## src/rtl/switch_input_conditioner_if.sv

```systemverilog
// Switch-conditioner bus: raw switch levels and event clear in; debounced
// levels, change flags and priority-encoded operation select out.
interface switch_input_conditioner_if;
  logic [6:0] sw_raw;
  logic       evt_clr;
  logic       swinit;
  logic       swadd;
  logic       swnot;
  logic       swxor;
  logic       swxor0;
  logic       swxor1;
  logic       swxor2;
  logic       sw_changed;
  logic       sw_event;
  logic [2:0] op_sel;
  logic       op_valid;

  modport master (
    output sw_raw, evt_clr,
    input  swinit, swadd, swnot, swxor, swxor0, swxor1, swxor2,
    input  sw_changed, sw_event, op_sel, op_valid
  );

  modport slave (
    input  sw_raw, evt_clr,
    output swinit, swadd, swnot, swxor, swxor0, swxor1, swxor2,
    output sw_changed, sw_event, op_sel, op_valid
  );
endinterface

```

## src/rtl/switch_input_conditioner.sv

```systemverilog
// Conditions seven raw board switches: two-flop synchroniser, per-bit counter
// debouncer, change pulse, sticky change flag and priority-encoded select.
module switch_input_conditioner #(
  parameter int unsigned DEBOUNCE_CYCLES = 16
) (
  input  logic                         clk,
  input  logic                         rst,
  switch_input_conditioner_if.slave    bus
);
  localparam int unsigned N_SW  = 7;
  localparam int unsigned CNT_W = $clog2(DEBOUNCE_CYCLES);
  localparam logic [CNT_W-1:0] CNT_MAX = CNT_W'(DEBOUNCE_CYCLES - 1);

  logic [N_SW-1:0]  sync1;
  logic [N_SW-1:0]  sync2;
  logic [N_SW-1:0]  deb;
  logic [N_SW-1:0]  deb_nxt;
  logic [CNT_W-1:0] cnt     [N_SW];
  logic [CNT_W-1:0] cnt_nxt [N_SW];
  logic             toggle;
  logic             changed;
  logic             event_flag;
  logic [2:0]       op_sel_c;

  // A bit is accepted only after DEBOUNCE_CYCLES consecutive mismatching samples.
  always_comb begin
    deb_nxt = deb;
    for (int i = 0; i < N_SW; i++) begin
      cnt_nxt[i] = '0;
      if (sync2[i] != deb[i]) begin
        if (cnt[i] == CNT_MAX) begin
          deb_nxt[i] = sync2[i];
        end else begin
          cnt_nxt[i] = cnt[i] + CNT_W'(1);
        end
      end
    end
  end

  assign toggle = |(deb ^ deb_nxt);

  always_ff @(posedge clk) begin
    if (rst) begin
      sync1      <= '0;
      sync2      <= '0;
      deb        <= '0;
      changed    <= 1'b0;
      event_flag <= 1'b0;
      for (int i = 0; i < N_SW; i++) begin
        cnt[i] <= '0;
      end
    end else begin
      sync1      <= bus.sw_raw;
      sync2      <= sync1;
      deb        <= deb_nxt;
      changed    <= toggle;
      // A new toggle outranks a concurrent clear so no change is ever lost.
      event_flag <= toggle | (event_flag & ~bus.evt_clr);
      for (int i = 0; i < N_SW; i++) begin
        cnt[i] <= cnt_nxt[i];
      end
    end
  end

  // Highest set debounced bit wins; bit 6 has top priority.
  always_comb begin
    op_sel_c = 3'd0;
    casez (deb)
      7'b1??????: op_sel_c = 3'd6;
      7'b01?????: op_sel_c = 3'd5;
      7'b001????: op_sel_c = 3'd4;
      7'b0001???: op_sel_c = 3'd3;
      7'b00001??: op_sel_c = 3'd2;
      7'b000001?: op_sel_c = 3'd1;
      default:    op_sel_c = 3'd0;
    endcase
  end

  assign bus.swinit     = deb[0];
  assign bus.swadd      = deb[1];
  assign bus.swnot      = deb[2];
  assign bus.swxor      = deb[3];
  assign bus.swxor0     = deb[4];
  assign bus.swxor1     = deb[5];
  assign bus.swxor2     = deb[6];
  assign bus.sw_changed = changed;
  assign bus.sw_event   = event_flag;
  assign bus.op_sel     = op_sel_c;
  assign bus.op_valid   = |deb;
endmodule

```

## src/flat_wrapper.sv

```systemverilog
// flat-port wrapper written by rule: the top's interface ports become plain ports
module switch_input_conditioner_flat 
#(
  parameter int unsigned DEBOUNCE_CYCLES = 16
)
  (clk, rst, bus_sw_raw, bus_evt_clr, bus_swinit, bus_swadd, bus_swnot, bus_swxor, bus_swxor0, bus_swxor1, bus_swxor2, bus_sw_changed, bus_sw_event, bus_op_sel, bus_op_valid);
  switch_input_conditioner_if bus_i ();
  input  logic clk;
  input  logic rst;
  input wire logic [$bits(bus_i.sw_raw)-1:0] bus_sw_raw;
  input wire logic [$bits(bus_i.evt_clr)-1:0] bus_evt_clr;
  output wire logic [$bits(bus_i.swinit)-1:0] bus_swinit;
  output wire logic [$bits(bus_i.swadd)-1:0] bus_swadd;
  output wire logic [$bits(bus_i.swnot)-1:0] bus_swnot;
  output wire logic [$bits(bus_i.swxor)-1:0] bus_swxor;
  output wire logic [$bits(bus_i.swxor0)-1:0] bus_swxor0;
  output wire logic [$bits(bus_i.swxor1)-1:0] bus_swxor1;
  output wire logic [$bits(bus_i.swxor2)-1:0] bus_swxor2;
  output wire logic [$bits(bus_i.sw_changed)-1:0] bus_sw_changed;
  output wire logic [$bits(bus_i.sw_event)-1:0] bus_sw_event;
  output wire logic [$bits(bus_i.op_sel)-1:0] bus_op_sel;
  output wire logic [$bits(bus_i.op_valid)-1:0] bus_op_valid;
  assign bus_i.sw_raw = bus_sw_raw;
  assign bus_i.evt_clr = bus_evt_clr;
  assign bus_swinit = bus_i.swinit;
  assign bus_swadd = bus_i.swadd;
  assign bus_swnot = bus_i.swnot;
  assign bus_swxor = bus_i.swxor;
  assign bus_swxor0 = bus_i.swxor0;
  assign bus_swxor1 = bus_i.swxor1;
  assign bus_swxor2 = bus_i.swxor2;
  assign bus_sw_changed = bus_i.sw_changed;
  assign bus_sw_event = bus_i.sw_event;
  assign bus_op_sel = bus_i.op_sel;
  assign bus_op_valid = bus_i.op_valid;
  switch_input_conditioner #(.DEBOUNCE_CYCLES(DEBOUNCE_CYCLES)) u_core (.clk(clk), .rst(rst), .bus(bus_i));
endmodule
```

## config.mk

```make
export PLATFORM = sky130hd
export DESIGN_NAME = switch_input_conditioner_flat
export DESIGN_NICKNAME = d
export VERILOG_FILES = /design/src/rtl/switch_input_conditioner_if.sv /design/src/rtl/switch_input_conditioner.sv /design/src/flat_wrapper.sv
export SDC_FILE = /design/constraint.sdc
export NUM_CORES = 1
export LEC_CHECK = 0
export ABC_AREA = 1
export CORE_MARGIN = 2
export CORE_UTILIZATION = 38
export CTS_BUF_LIST = sky130_fd_sc_hd__clkbuf_4
export DETAILED_ROUTE_END_ITERATION = 10
export DONT_BUFFER_PORTS = 1
export PLACE_DENSITY = 0.6
export SYNTH_ARGS = -nofsm -noshare
export SYNTH_HDL_FRONTEND = slang
export SYNTH_SLANG_ARGS = --single-unit
```

## constraint.sdc

```tcl
create_clock -name clk -period 2.3 [get_ports clk]
set_input_delay 0.46 -clock clk [delete_from_list [all_inputs] [get_ports clk]]
set_output_delay 0.46 -clock clk [all_outputs]
set_load 0.005 [all_outputs]
```

# [Yosys cells after proc, flatten, opt, wreduce, memory -nomap -nowiden]
# Memory sizes are Yosys's and may differ from the RTL's.
# Cells that the tools add are included.
[word_totals] ff_bits=23 mem_bits_rw=28 output_inout_bits=13 word_cells=84 mem_count=1
[op_classes] add_sub_neg=7 n_eq_ne=19 n_mux=39 bitwise_logic=11 reduce_logical=2
[memory_table] name="u_core.cnt" words=7 width=4 rd=7 rd_clocked_by_memory_dff=0 wr=7 line_no="switch_input_conditioner.sv:18" text="logic [CNT_W-1:0] cnt [N_SW];"
[ops] operator="4-bit 2-to-1 mux" n=21
[ops] operator="4-bit by 1-bit adder with 4-bit output, second input constant" n=7
[ops] operator="4-bit == test, second input constant" n=7
[ops] operator="3-bit case mux with 6 select lines" n=1
[ops] operator="1-bit 2-to-1 mux" n=17
[ops] operator="7-bit OR reduction" n=2
[ops] operator="1-bit bitwise OR" n=8
[ops] operator="1-bit inequality test" n=7
[ops] operator="7-bit bitwise XOR" n=1
[ops] operator="6-bit by 1-bit == test with 1-bit output, second input constant" n=1
[ops] operator="5-bit by 1-bit == test with 1-bit output, second input constant" n=1
[ops] operator="4-bit by 1-bit == test with 1-bit output, second input constant" n=1
[ops] operator="3-bit by 1-bit == test with 1-bit output, second input constant" n=1
[ops] operator="2-bit by 1-bit == test with 1-bit output, second input constant" n=1
[ops] operator="1-bit bitwise AND" n=1
[ops] operator="1-bit inverter" n=1

# [Logic depth before layout (Yosys ltp)]
[depth] depth_word=6 mapped_depth=9

# [Worst setup path before layout]
# OpenSTA, ideal clock, no wires.
[synth_timing] path_kind="register to output" start="register u_core.deb[4]" end="output bus_op_valid" arrival_time_ns=0.836 slack_ns=1.004 stages_incl_launch_ff=5 cell_sequence="dfxtp_1 > inv_2 > nand3_1 > nor4_1 > nand2_1"
[synth_via] elab_chain_len=1
[synth_rtl] item="start, declared" line_no="switch_input_conditioner.sv:16" text="logic [N_SW-1:0] deb;"
[synth_rtl] item="start signal, assigned" line_no="switch_input_conditioner.sv:55" text="deb <= deb_nxt;"
[synth_rtl] item="7-bit OR reduction" line_no="switch_input_conditioner.sv:89" text="assign bus.op_valid = |deb;"
[synth_rtl] item="end, declared" line_no="flat_wrapper.sv:22" text="output wire logic [$bits(bus_i.op_valid)-1:0] bus_op_valid;"
# No other way between the ends.

# [Worst setup path after layout]
[layout_timing] start="register u_core.deb[6]" end="output bus_op_sel[0]"
[layout_via] elab_chain_len=2
[layout_rtl] item="6-bit by 1-bit == test with 1-bit output (tied with other cells)" line_no="switch_input_conditioner.sv:68" text="casez (deb)"
[layout_rtl] item="3-bit case mux with 6 select lines *" line_no="switch_input_conditioner.sv:68"
[layout_rtl] item="end, declared" line_no="flat_wrapper.sv:21" text="output wire logic [$bits(bus_i.op_sel)-1:0] bus_op_sel;"
# Mark *: on every way between the ends. The rest lies on a longest branch, timed or not.

==> metrics.md <==
| Metric | Value |
|---|---|
| Via count | 1333 |
| Max FO, Critical Path | 5 |
| Number of global-route vias before repair | 1235 |
| DRC | 0 |
| Routed Antenna Nets | 0 |
| Placed cell area | 2040 um^2 |
| Reg2reg setup slack | 1030 ps |
| Reg-to-reg startpoint | u_core.cnt[0][0]$_SDFF_PP0_ |
| Starting density of the core | 0.391 |
| #FFs+latches synth | 51 |
| CP endpoint | bus_op_sel[0] |
| DRT iter0 DRCs | 51 |
| Slew margin rel. | 0.685 |
| HP Class | primary input to register |
| IR Drop Worst-Case VDD | 0.426 mV |
| Detailed Place HPWL | 2270 um |
| Critical R2R Capture | u_core.bus.sw_event$_SDFF_PP0_ |
| Pwr per Cell Area | 689 nW/um^2 |
| CP startpoint | u_core.deb[6]$_SDFF_PP0_ |
| Root buffer cell | clkbuf_4 |
| Final Hold Vio Count | 0 |
| Mean routed wirelength per cell | 9.22 um |
| Clock Tree Buf Depth | 2 |
| Share of cells above drive strength 1 | 0.0683 |
| Largest net degree at the start of global routing | 18 |
| Setup TNS | 0 ps |
| Mapped Avg Cell Area | 8.07 um^2 |
| CTS Hold Bufs | 0 |
| Area grow syn2layout | 7.69% |
| I/O Buffers | 0 |
| CTS resizes | 0 |
| Crit path kind | register to output pin |
| Met3 WL | 164 um |
| Worst Min Path Start | rst |
| Fmax | 499 MHz |
| CTS clk-pin slew, worst paths | 150 ps |
| Static Leak | 0.884 nW |
| Post-Syn Nets | 261 |
| Initial antenna violation count | 0 |
| Fin util | 0.421 |
| Max incr delay on CP | 410 ps |
| # IOs | 23 |
| Detailed Routing Iterations Pass 1 | 4 |
| H-Tree Depth | 2 |
| CTS tree | built |
| Crit path DAT | 1540 ps |
| Number of vias per cell | 4.18 |
| Outcome | complete, no violations |
| Post-Syn Area | 1970 um^2 |
| Global-route wire length before repair | 5230 um |
| Max Cap Violations | 0 |
| Total track usage | 0.113 |
| Tmin final | 2000 ps |
| Tot Pwr | 1.46 mW |
| Clock insertion delay at the later pin of the skew report | 370 ps |
| Wire length on met2 | 1270 um |
| Final Max Tran Viols | 0 |
| Routed Wire Length | 2940 um |
| # Post-CTS Setup Buffers | 0 |
| Met1 wire length | 1440 um |
| Final instance area | 2120 um^2 |
| Yosys warnings | 0 |
| WP data required | 1840 ps |
| Clock skew | 7.90 ps |
| RSZ-0062 raised after global routing | false |
| CTS Sinks | 51 |
| Total CTS buffers | 5 |
| Synth cell types | 22 |
| R2R depth | 9 |
| Ant. Diodes | 0 |
| Worst-Margin Slew | 468 ps |
| DP Cell Count | 311 |
| Fin crit share | 0.871 |
| Critical path's slowest cell | dfxtp_1 |
| Die height | 76.0 um |
| Startpoint types | register |
| Final Setup Violations | 0 |
| Gr ovfl total | 0 |
| Placer Congestion | 0.765 |
| Core area | 5040 um^2 |
| Die width | 76.0 um |
| Max Used Layer | met4 |
| Final nets | 265 |
| Die footprint | 5770 um^2 |
| FP Rows | 26 |
| Non-Filler Instances | 319 |
| Synth Instances | 244 |
| Sequential area share after synthesis | 0.518 |
| Endpoint type of the worst setup path | output pin |
| CP Cell Sequence | inv_2 -> nand3_1 -> nor4_1 -> nor3_1 |
## report_power, final
group	internal, mW	switching, mW	leakage [nW]	total [mW]
registers	0.899	0.00667	0.414	0.906
logic	0.0117	0.0199	0.424	0.0316
clock network	0.235	0.288	0.0458	0.523
total	1.15	0.315	0.884	1.46
## cells in the final DEF, fill, tap and decap left out
master / synthesis / final
nor3b_1: 4 / 4
bufinv_16: 0 / 1
ha_1: 7 / 7
clkinv_4: 0 / 1
inv_6: 0 / 1
clkinv_2: 1 / 1
a211oi_1: 1 / 1
o21ai_0: 7 / 7
o31ai_1: 1 / 1
nand3b_2: 2 / 2
nand2_1: 38 / 38
clkbuf_4: 0 / 5
nor3_1: 1 / 1
inv_2: 4 / 4
xor2_1: 7 / 7
nor2_1: 54 / 54
nand3_1: 9 / 9
a21oi_1: 7 / 7
xnor2_1: 2 / 2
nor4_1: 1 / 1
nand3b_1: 5 / 5
inv_1: 37 / 37
nor3b_2: 2 / 2
dfxtp_1: 51 / 51
## cell usage after synthesis
| library cell | n | area (um^2) |
|---|---|---|
| xnor2_1 | 2 | 17.5 |
| inv_2 | 4 | 15.0 |
| o31ai_1 | 1 | 7.51 |
| dfxtp_1 | 51 | 1020 |
| buf_2 | 2 | 10.0 |
| nand3b_2 | 2 | 22.5 |
| nor3_1 | 1 | 5.00 |
| a21oi_1 | 7 | 35.0 |
| nor4_1 | 1 | 6.26 |
| ha_1 | 7 | 87.6 |
| nand3_1 | 9 | 45.0 |
| nor3b_2 | 2 | 25.0 |
| nor2_1 | 54 | 203 |
| buf_6 | 1 | 11.3 |
| nand3b_1 | 5 | 37.5 |
| o21ai_0 | 7 | 35.0 |
| nand2_1 | 38 | 143 |
| a211oi_1 | 1 | 7.51 |
| xor2_1 | 7 | 61.3 |
| inv_1 | 37 | 139 |
| clkinv_2 | 1 | 5.00 |
| nor3b_1 | 4 | 30.0 |
## state kept, by name, indices dropped and copies added, names as in the netlist
name	count
u_core.cnt	28
u_core.deb	7
u_core.sync1	7
u_core.sync2	7
u_core.bus.sw_changed	1
u_core.bus.sw_event	1
## metrics by stage
stage	worst slack (ps)	hold WS, ps
floorplan	1000	388
global placement	676	396
detailed placement	668	396
CTS	233	113
global route	104	87.2
finish	297	134
## how the worst min path moves through the flow
stage	to	slack, ps	depth (start not counted)
2_1_floorplan	u_core.sync2[0]$_SDFF_PP0_	390	2
3_3_place_gp	u_core.sync2[6]$_SDFF_PP0_	400	2
3_5_place_dp	u_core.sync2[0]$_SDFF_PP0_	400	2
4_1_cts	u_core.sync1[0]$_SDFF_PP0_	110	1
5_1_grt	u_core.sync1[6]$_SDFF_PP0_	90	1
6_report	u_core.sync1[0]$_SDFF_PP0_	130	1
## layer usage
layer	track usage	vias up
met5	0	-
met2	0.181	22
met4	0.0600	0
met1	0.131	552
met3	0.0438	5
li1	-	754
## kinds of logic (layout without fill, tap and decap cells)
family | Yosys count | after routing | synth area share
and+or+nand+nor | 116 | 116 | 0.262
DFF | 51 | 51 | 0.518
buffers and inverters | 45 | 50 | 0.0915
AOI/OAI and AO/OA | 16 | 16 | 0.0432
xor gates and xnor gates | 9 | 9 | 0.0400
adders and majority gates | 7 | 7 | 0.0445
## area by class of cell
cell class / count / area [um^2]
clock buffers: 5 / 37.5
inverters: 42 / 159
flip-flops and latches: 51 / 1020
clock inverters: 3 / 47.5
fillers: 529 / 2920
multi-input cells: 148 / 768
well taps: 70 / 87.6
## critical path, delay by kind of cell, from the launching register on
family,cells,cell delay (ps)
buffers and inverters,1,90
DFF,1,410
and+or+nand+nor,3,680
(Power assumes the default switching activity.)
